`config.mk`:
```
export PLATFORM = sky130hd
export DESIGN_NAME = alu_seq_divider_flat
export DESIGN_NICKNAME = d
export VERILOG_FILES = /design/src/rtl/alu_seq_divider_pkg.sv /design/src/rtl/alu_seq_divider_if.sv /design/src/rtl/alu_seq_divider.sv /design/src/flat_wrapper.sv
export SDC_FILE = /design/constraint.sdc
export NUM_CORES = 1
export LEC_CHECK = 0
export BUFFER_PORTS_ARGS = -buffer_cell sky130_fd_sc_hd__buf_2
export CORE_ASPECT_RATIO = 0.7
export CORE_MARGIN = 2
export CORE_UTILIZATION = 35
export CTS_CLUSTER_DIAMETER = 120
export CTS_CLUSTER_SIZE = 10
export DETAILED_ROUTE_END_ITERATION = 7
export PLACE_DENSITY_LB_ADDON = 0.08
export SKIP_CTS_REPAIR_TIMING = 1
export SYNTH_ARGS = -nofsm -noshare
export SYNTH_HDL_FRONTEND = slang
export SYNTH_SLANG_ARGS = --single-unit
```
`constraint.sdc`:
```
create_clock -name clk -period 2.6 [get_ports clk]
set_input_delay 0.52 -clock clk [delete_from_list [all_inputs] [get_ports clk]]
set_output_delay 0.52 -clock clk [all_outputs]
set_load 0.03 [all_outputs]
```
`src/rtl/alu_seq_divider_pkg.sv`:
```
// Shared definitions for the sequential divider: ALU opcodes and FSM state encoding.
package alu_seq_divider_pkg;

  localparam logic [3:0] ALU_AND = 4'b0000;
  localparam logic [3:0] ALU_OR  = 4'b0001;
  localparam logic [3:0] ALU_ADD = 4'b0010;
  localparam logic [3:0] ALU_SUB = 4'b0110;

  localparam logic [1:0] ST_IDLE_ENC  = 2'd0;
  localparam logic [1:0] ST_CHECK_ENC = 2'd1;
  localparam logic [1:0] ST_DIV_ENC   = 2'd2;
  localparam logic [1:0] ST_FIN_ENC   = 2'd3;

  typedef enum logic [1:0] {
    ST_IDLE  = ST_IDLE_ENC,
    ST_CHECK = ST_CHECK_ENC,
    ST_DIV   = ST_DIV_ENC,
    ST_FIN   = ST_FIN_ENC
  } div_state_e;

endpackage

```
`src/rtl/alu_seq_divider_if.sv`:
```
// CPU-side request/result bundle of the divider, plus the FSM state for observation.
interface alu_seq_divider_if
  import alu_seq_divider_pkg::*;
#(
  parameter int N = 32
) ();
  // Handshake: start is taken on a rising edge only while busy=0; done pulses
  // one cycle with quotient/remainder/div_by_zero valid, and they hold until
  // the next accepted start. start while busy=1 is dropped.
  logic         start;
  logic [N-1:0] dividend;
  logic [N-1:0] divisor;
  logic         busy;
  logic         done;
  logic [N-1:0] quotient;
  logic [N-1:0] remainder;
  logic         div_by_zero;
  div_state_e   state;

  modport master (
    output start, dividend, divisor,
    input  busy, done, quotient, remainder, div_by_zero, state
  );

  modport slave (
    input  start, dividend, divisor,
    output busy, done, quotient, remainder, div_by_zero, state
  );
endinterface

```
`src/rtl/alu_seq_divider.sv`:
```
// Restoring unsigned divider (DIVU/REMU) that borrows an external N+1-bit ALU
// for its zero test and per-step trial subtraction.
module alu_seq_divider
  import alu_seq_divider_pkg::*;
#(
  parameter int N = 32
) (
  input  logic                 clk,
  input  logic                 rst_n,
  alu_seq_divider_if.slave     bus,
  output logic [3:0]           alu_sel,
  output logic [N:0]           alu_a,
  output logic [N:0]           alu_b,
  input  logic [N:0]           alu_out,
  input  logic                 alu_zero
);

  localparam int CNT_W = $clog2(N);
  localparam logic [CNT_W-1:0] CNT_LAST = CNT_W'(N - 1);

  div_state_e       state, state_next;
  logic [N-1:0]     rem_r, q_r, d_r;
  logic [CNT_W-1:0] cnt;
  logic [N-1:0]     rem_step, q_step;
  logic             accept;

  assign bus.state = state;
  assign accept    = bus.start && ((state == ST_IDLE) || (state == ST_FIN));

  // alu_out[N] is the borrow of {rem,q_msb} - d; it cannot overflow since rem < d.
  assign rem_step = alu_out[N] ? {rem_r[N-2:0], q_r[N-1]} : alu_out[N-1:0];
  assign q_step   = {q_r[N-2:0], ~alu_out[N]};

  always_comb begin
    state_next = state;
    alu_sel    = ALU_AND;
    alu_a      = '0;
    alu_b      = '0;
    case (state)
      ST_IDLE: begin
        if (accept) state_next = ST_CHECK;
      end
      ST_CHECK: begin
        alu_sel    = ALU_OR;
        alu_b      = {1'b0, d_r};
        state_next = alu_zero ? ST_FIN : ST_DIV;
      end
      ST_DIV: begin
        alu_sel = ALU_SUB;
        alu_a   = {rem_r, q_r[N-1]};
        alu_b   = {1'b0, d_r};
        if (cnt == CNT_LAST) state_next = ST_FIN;
      end
      ST_FIN: begin
        state_next = accept ? ST_CHECK : ST_IDLE;
      end
      default: state_next = ST_IDLE;
    endcase
  end

  always_ff @(posedge clk or negedge rst_n) begin
    if (!rst_n) begin
      state           <= ST_IDLE;
      rem_r           <= '0;
      q_r             <= '0;
      d_r             <= '0;
      cnt             <= '0;
      bus.busy        <= 1'b0;
      bus.done        <= 1'b0;
      bus.quotient    <= '0;
      bus.remainder   <= '0;
      bus.div_by_zero <= 1'b0;
    end else begin
      state    <= state_next;
      bus.busy <= (state_next == ST_CHECK) || (state_next == ST_DIV);
      bus.done <= (state_next == ST_FIN);
      if (accept) begin
        q_r   <= bus.dividend;
        d_r   <= bus.divisor;
        rem_r <= '0;
        cnt   <= '0;
      end
      if (state == ST_CHECK) begin
        if (alu_zero) begin
          bus.quotient    <= '1;
          bus.remainder   <= q_r;
          bus.div_by_zero <= 1'b1;
        end else begin
          bus.div_by_zero <= 1'b0;
        end
      end
      if (state == ST_DIV) begin
        rem_r <= rem_step;
        q_r   <= q_step;
        cnt   <= cnt + 1'b1;
        if (cnt == CNT_LAST) begin
          bus.quotient  <= q_step;
          bus.remainder <= rem_step;
        end
      end
    end
  end

endmodule

```
`src/flat_wrapper.sv`:
```
// flat-port wrapper written by rule: the top's interface ports become plain ports
module alu_seq_divider_flat import alu_seq_divider_pkg::*;
#(
  parameter int N = 32
)
  (clk, rst_n, alu_sel, alu_a, alu_b, alu_out, alu_zero, bus_start, bus_dividend, bus_divisor, bus_busy, bus_done, bus_quotient, bus_remainder, bus_div_by_zero, bus_state);
  alu_seq_divider_if #(.N(N)) bus_i ();
  input  logic clk;
  input  logic rst_n;
  output logic [3:0] alu_sel;
  output logic [N:0] alu_a;
  output logic [N:0] alu_b;
  input  logic [N:0] alu_out;
  input  logic alu_zero;
  input wire logic [$bits(bus_i.start)-1:0] bus_start;
  input wire logic [$bits(bus_i.dividend)-1:0] bus_dividend;
  input wire logic [$bits(bus_i.divisor)-1:0] bus_divisor;
  output wire logic [$bits(bus_i.busy)-1:0] bus_busy;
  output wire logic [$bits(bus_i.done)-1:0] bus_done;
  output wire logic [$bits(bus_i.quotient)-1:0] bus_quotient;
  output wire logic [$bits(bus_i.remainder)-1:0] bus_remainder;
  output wire logic [$bits(bus_i.div_by_zero)-1:0] bus_div_by_zero;
  output wire logic [$bits(bus_i.state)-1:0] bus_state;
  assign bus_i.start = bus_start;
  assign bus_i.dividend = bus_dividend;
  assign bus_i.divisor = bus_divisor;
  assign bus_busy = bus_i.busy;
  assign bus_done = bus_i.done;
  assign bus_quotient = bus_i.quotient;
  assign bus_remainder = bus_i.remainder;
  assign bus_div_by_zero = bus_i.div_by_zero;
  assign bus_state = bus_i.state;
  alu_seq_divider #(.N(N)) u_core (.clk(clk), .rst_n(rst_n), .bus(bus_i), .alu_sel(alu_sel), .alu_a(alu_a), .alu_b(alu_b), .alu_out(alu_out), .alu_zero(alu_zero));
endmodule
```
==> impl_metrics.yaml <==
power_and_ir_drop:
  power.leakage_uw: 0.004930
  powerDensity_nw_per_um2: 1307
  ir_drop_mv: 0.6930
  p_total_uw: 13140
place:
  portBuffers: 237
  post-place-cells: 1261
  dpl_cell_area_um2: 9379
  finalWeightedCongestion: 0.7177
  hpwl_um: 14750
critical_path:
  cp-end-kind: "primary output"
  crit_arrival_ps: 1920
  critPathLaunchType: "flip-flop"
  cp_max_fo: 46
  required_ps: 2080
  path_class: "reg -> out"
  r2r_setup_slack_ps: 400
sta:
  final-hold-violation-count: 0
  post-route-min-period_ps: 2443
  worstMarginPinSlew_ps: 1057
  post-route-period-util: 0.9396
  fin_skew_ps: 8.571
  setup_viol: 0
  fin_hold_ws_ps: 80.35
  finalMaxSlewViolations: 0
  fin_tns_setup_ps: 0
  fmax_mhz: 409.3
  rsz0062_at_grt: "false"
  slew_headroom: 0.2954
global_route:
  grt_pass1_wl_um: 33740
  grt_use_met3: 0.04103
  grt_pass1_vias: 5944
  grt_max_degree: 93
  grtUsageMet2: 0.2616
  antenna_found_initial: 0
  grt_usage: 0.1846
  gr-usage-met1: 0.2796
  overflow: 0
  grt-busiest-layer: "met1"
clock_network:
  cts.path.max_buffers: 2
  clk_pin_slew_worst_paths_ps: 60
  cts_tree: "built"
  cts_root_buffer: "clkbuf_16"
  clock-sinks: 170
  htree_levels: 4
  clk_latency_ps: 430
  cts_made_buffers: 17
routing:
  drt-pass1-iter-count: 4
  drtIter0Drc: 399
  antenna_left: 0
  post_drt_wl_per_cell_um: 16.88
  dr_total_vias: 6103
  route.detailed.drc: 0
  vias_per_cell: 4.713
  drt-total-wl_um: 21860
flow_run:
  maxCapViolations: 0
synthesis:
  yosysWarnings: 0
  ys_seq_elements: 170
  ys_seq_area_frac: 0.5411
  yosysUniqueCellTypes: 26
  synthCells: 782
  netlist_area_um2: 7861
  avgSynthCellArea_um2: 10.05
floorplan:
  die_w_um: 183.1
  die-area_um2: 23700
  ios: 240
  core_region_area_um2: 21850
  initial_utilization: 0.3599
  fp-row-count: 45
  fp.dieH_um: 129.4
layout:
  layout.nets: 1108
  drive_gt1_frac: 0.3251
  fillerInstances: 2151
  syn_to_final_growth_pct: 27.87
  final_cells: 1295
  finalInstanceArea_um2: 10050
min_path:
  hold_path.class: "in -> async"
run_status:
  status: "complete, no violations"
## worst max-delay path: stages, from the launching register on
cell and delay, ps:
dfrtp_1 430, inv_1 160, ha_4 240, buf_16 220, and2_1 200, buf_2 220
## registers in the layout, summed over array words and instances (netlist names), 2 cells and up
register              cells
u_core.bus.quotient      32
u_core.bus.remainder     32
u_core.d_r               32
u_core.q_r               32
u_core.rem_r             32
u_core.cnt                5
u_core.bus.state          2
## synth_stat cells (all sizes together)
master,number,area (um2)
a221oi,1,15.01
a2bb2oi,1,8.760
a32oi,1,8.760
and2,66,412.9
and3,1,6.260
buf,38,221.5
clkbuf,23,86.33
conb,1,3.750
dfrtp,170,4254
ha,8,100.1
inv,4,15.01
mux2,33,371.6
mux2i,67,670.6
nand2,232,873.3
nand2b,1,6.260
nand3,2,10.01
nand3b,1,7.510
nor2b,1,6.260
o21ai,99,495.5
o22a,31,271.5
o311ai,1,16.27
## routing by layer
| layer | vias up | part of all wire |
|---|---|---|
| li1 | 3039 | - |
| met1 | 2876 | 0.51 |
| met2 | 169 | 0.42 |
| met3 | 19 | 0.057 |
| met4 | 0 | 0.010 |
| met5 | - | 0 |
## placed cells by master (no fill, tap or decap), types with 2 or more instances in the layout
cell	instances
buf_2	236
nand2_1	230
dfrtp_1	170
o21ai_0	97
mux2i_1	67
and2_1	65
mux2_2	33
o22a_1	31
clkbuf_16	18
buf_4	12
ha_1	7
buf_12	7
inv_1	4
bufinv_16	4
clkbuf_8	3
nand2_2	2
nand3_1	2
o21ai_1	2
conb_1	2
clkinv_2	2
clkbuf_1	2
clkinv_4	2
## layout make-up
type | instances | area [um2] | share of cell area
sequential | 170 | 4254 | 0.4232
multi-input combinational | 548 | 3314 | 0.3297
timing repair buffer | 258 | 1475 | 0.1468
clock buffer | 22 | 474.2 | 0.04717
tap | 282 | 352.8 | 0.03510
clock inverter | 10 | 163.9 | 0.01631
inverter | 4 | 15.01 | 0.001494
antenna | 1 | 2.502 | 0.0002489
## stage by stage
| stage | utilization | setup WS [ps] |
|---|---|---|
| 2_1_floorplan | - | 87.84 |
| 3_3_place_gp | 0.4293 | 425.3 |
| 3_5_place_dp | 0.4293 | 349.4 |
| 4_1_cts | 0.4585 | 66.85 |
| 5_1_grt | 0.4600 | 14.73 |
| 6_report | 0.4601 | 157.1 |
## worst paths after layout
check / endpoint / depth (start not counted) / start
min in group clk: u_core.d_r[2]$_DFFE_PN0P_ / 3 / bus_divisor[2]
setup reg to reg: u_core.bus.remainder[27]$_DFF_PN0_ / 5 / u_core.cnt[0]$_DFFE_PN0P_
setup / recovery: alu_a[30] / 5 / u_core.bus.state[0]$_DFF_PN0_
hold reg to reg: u_core.d_r[16]$_DFFE_PN0P_ / 2 / u_core.d_r[16]$_DFFE_PN0P_
max in group asynchronous: u_core.bus.busy$_DFF_PN0_ / 2 / rst_n
hold / removal: u_core.bus.quotient[17]$_DFF_PN0_ / 1 / rst_n
## where the power goes
part | internal (uW) | leakage [uW] | switching, uW
Combinational | 2050 | 0.00261 | 3930
Sequential | 3660 | 0.00201 | 725
Clock | 1690 | 0.000311 | 1080
## cell families after synthesis
group                    synth area share
flip-flops                         0.5411
other                           0.0004770
buffers and inverters             0.04106
multiplexers                       0.1326
adder cells (fa/ha/maj)           0.01273
AND/OR/NAND/NOR                    0.1682
AO/OA/AOI/OAI                      0.1038
No activity file was read; power rests on OpenSTA's default activity.
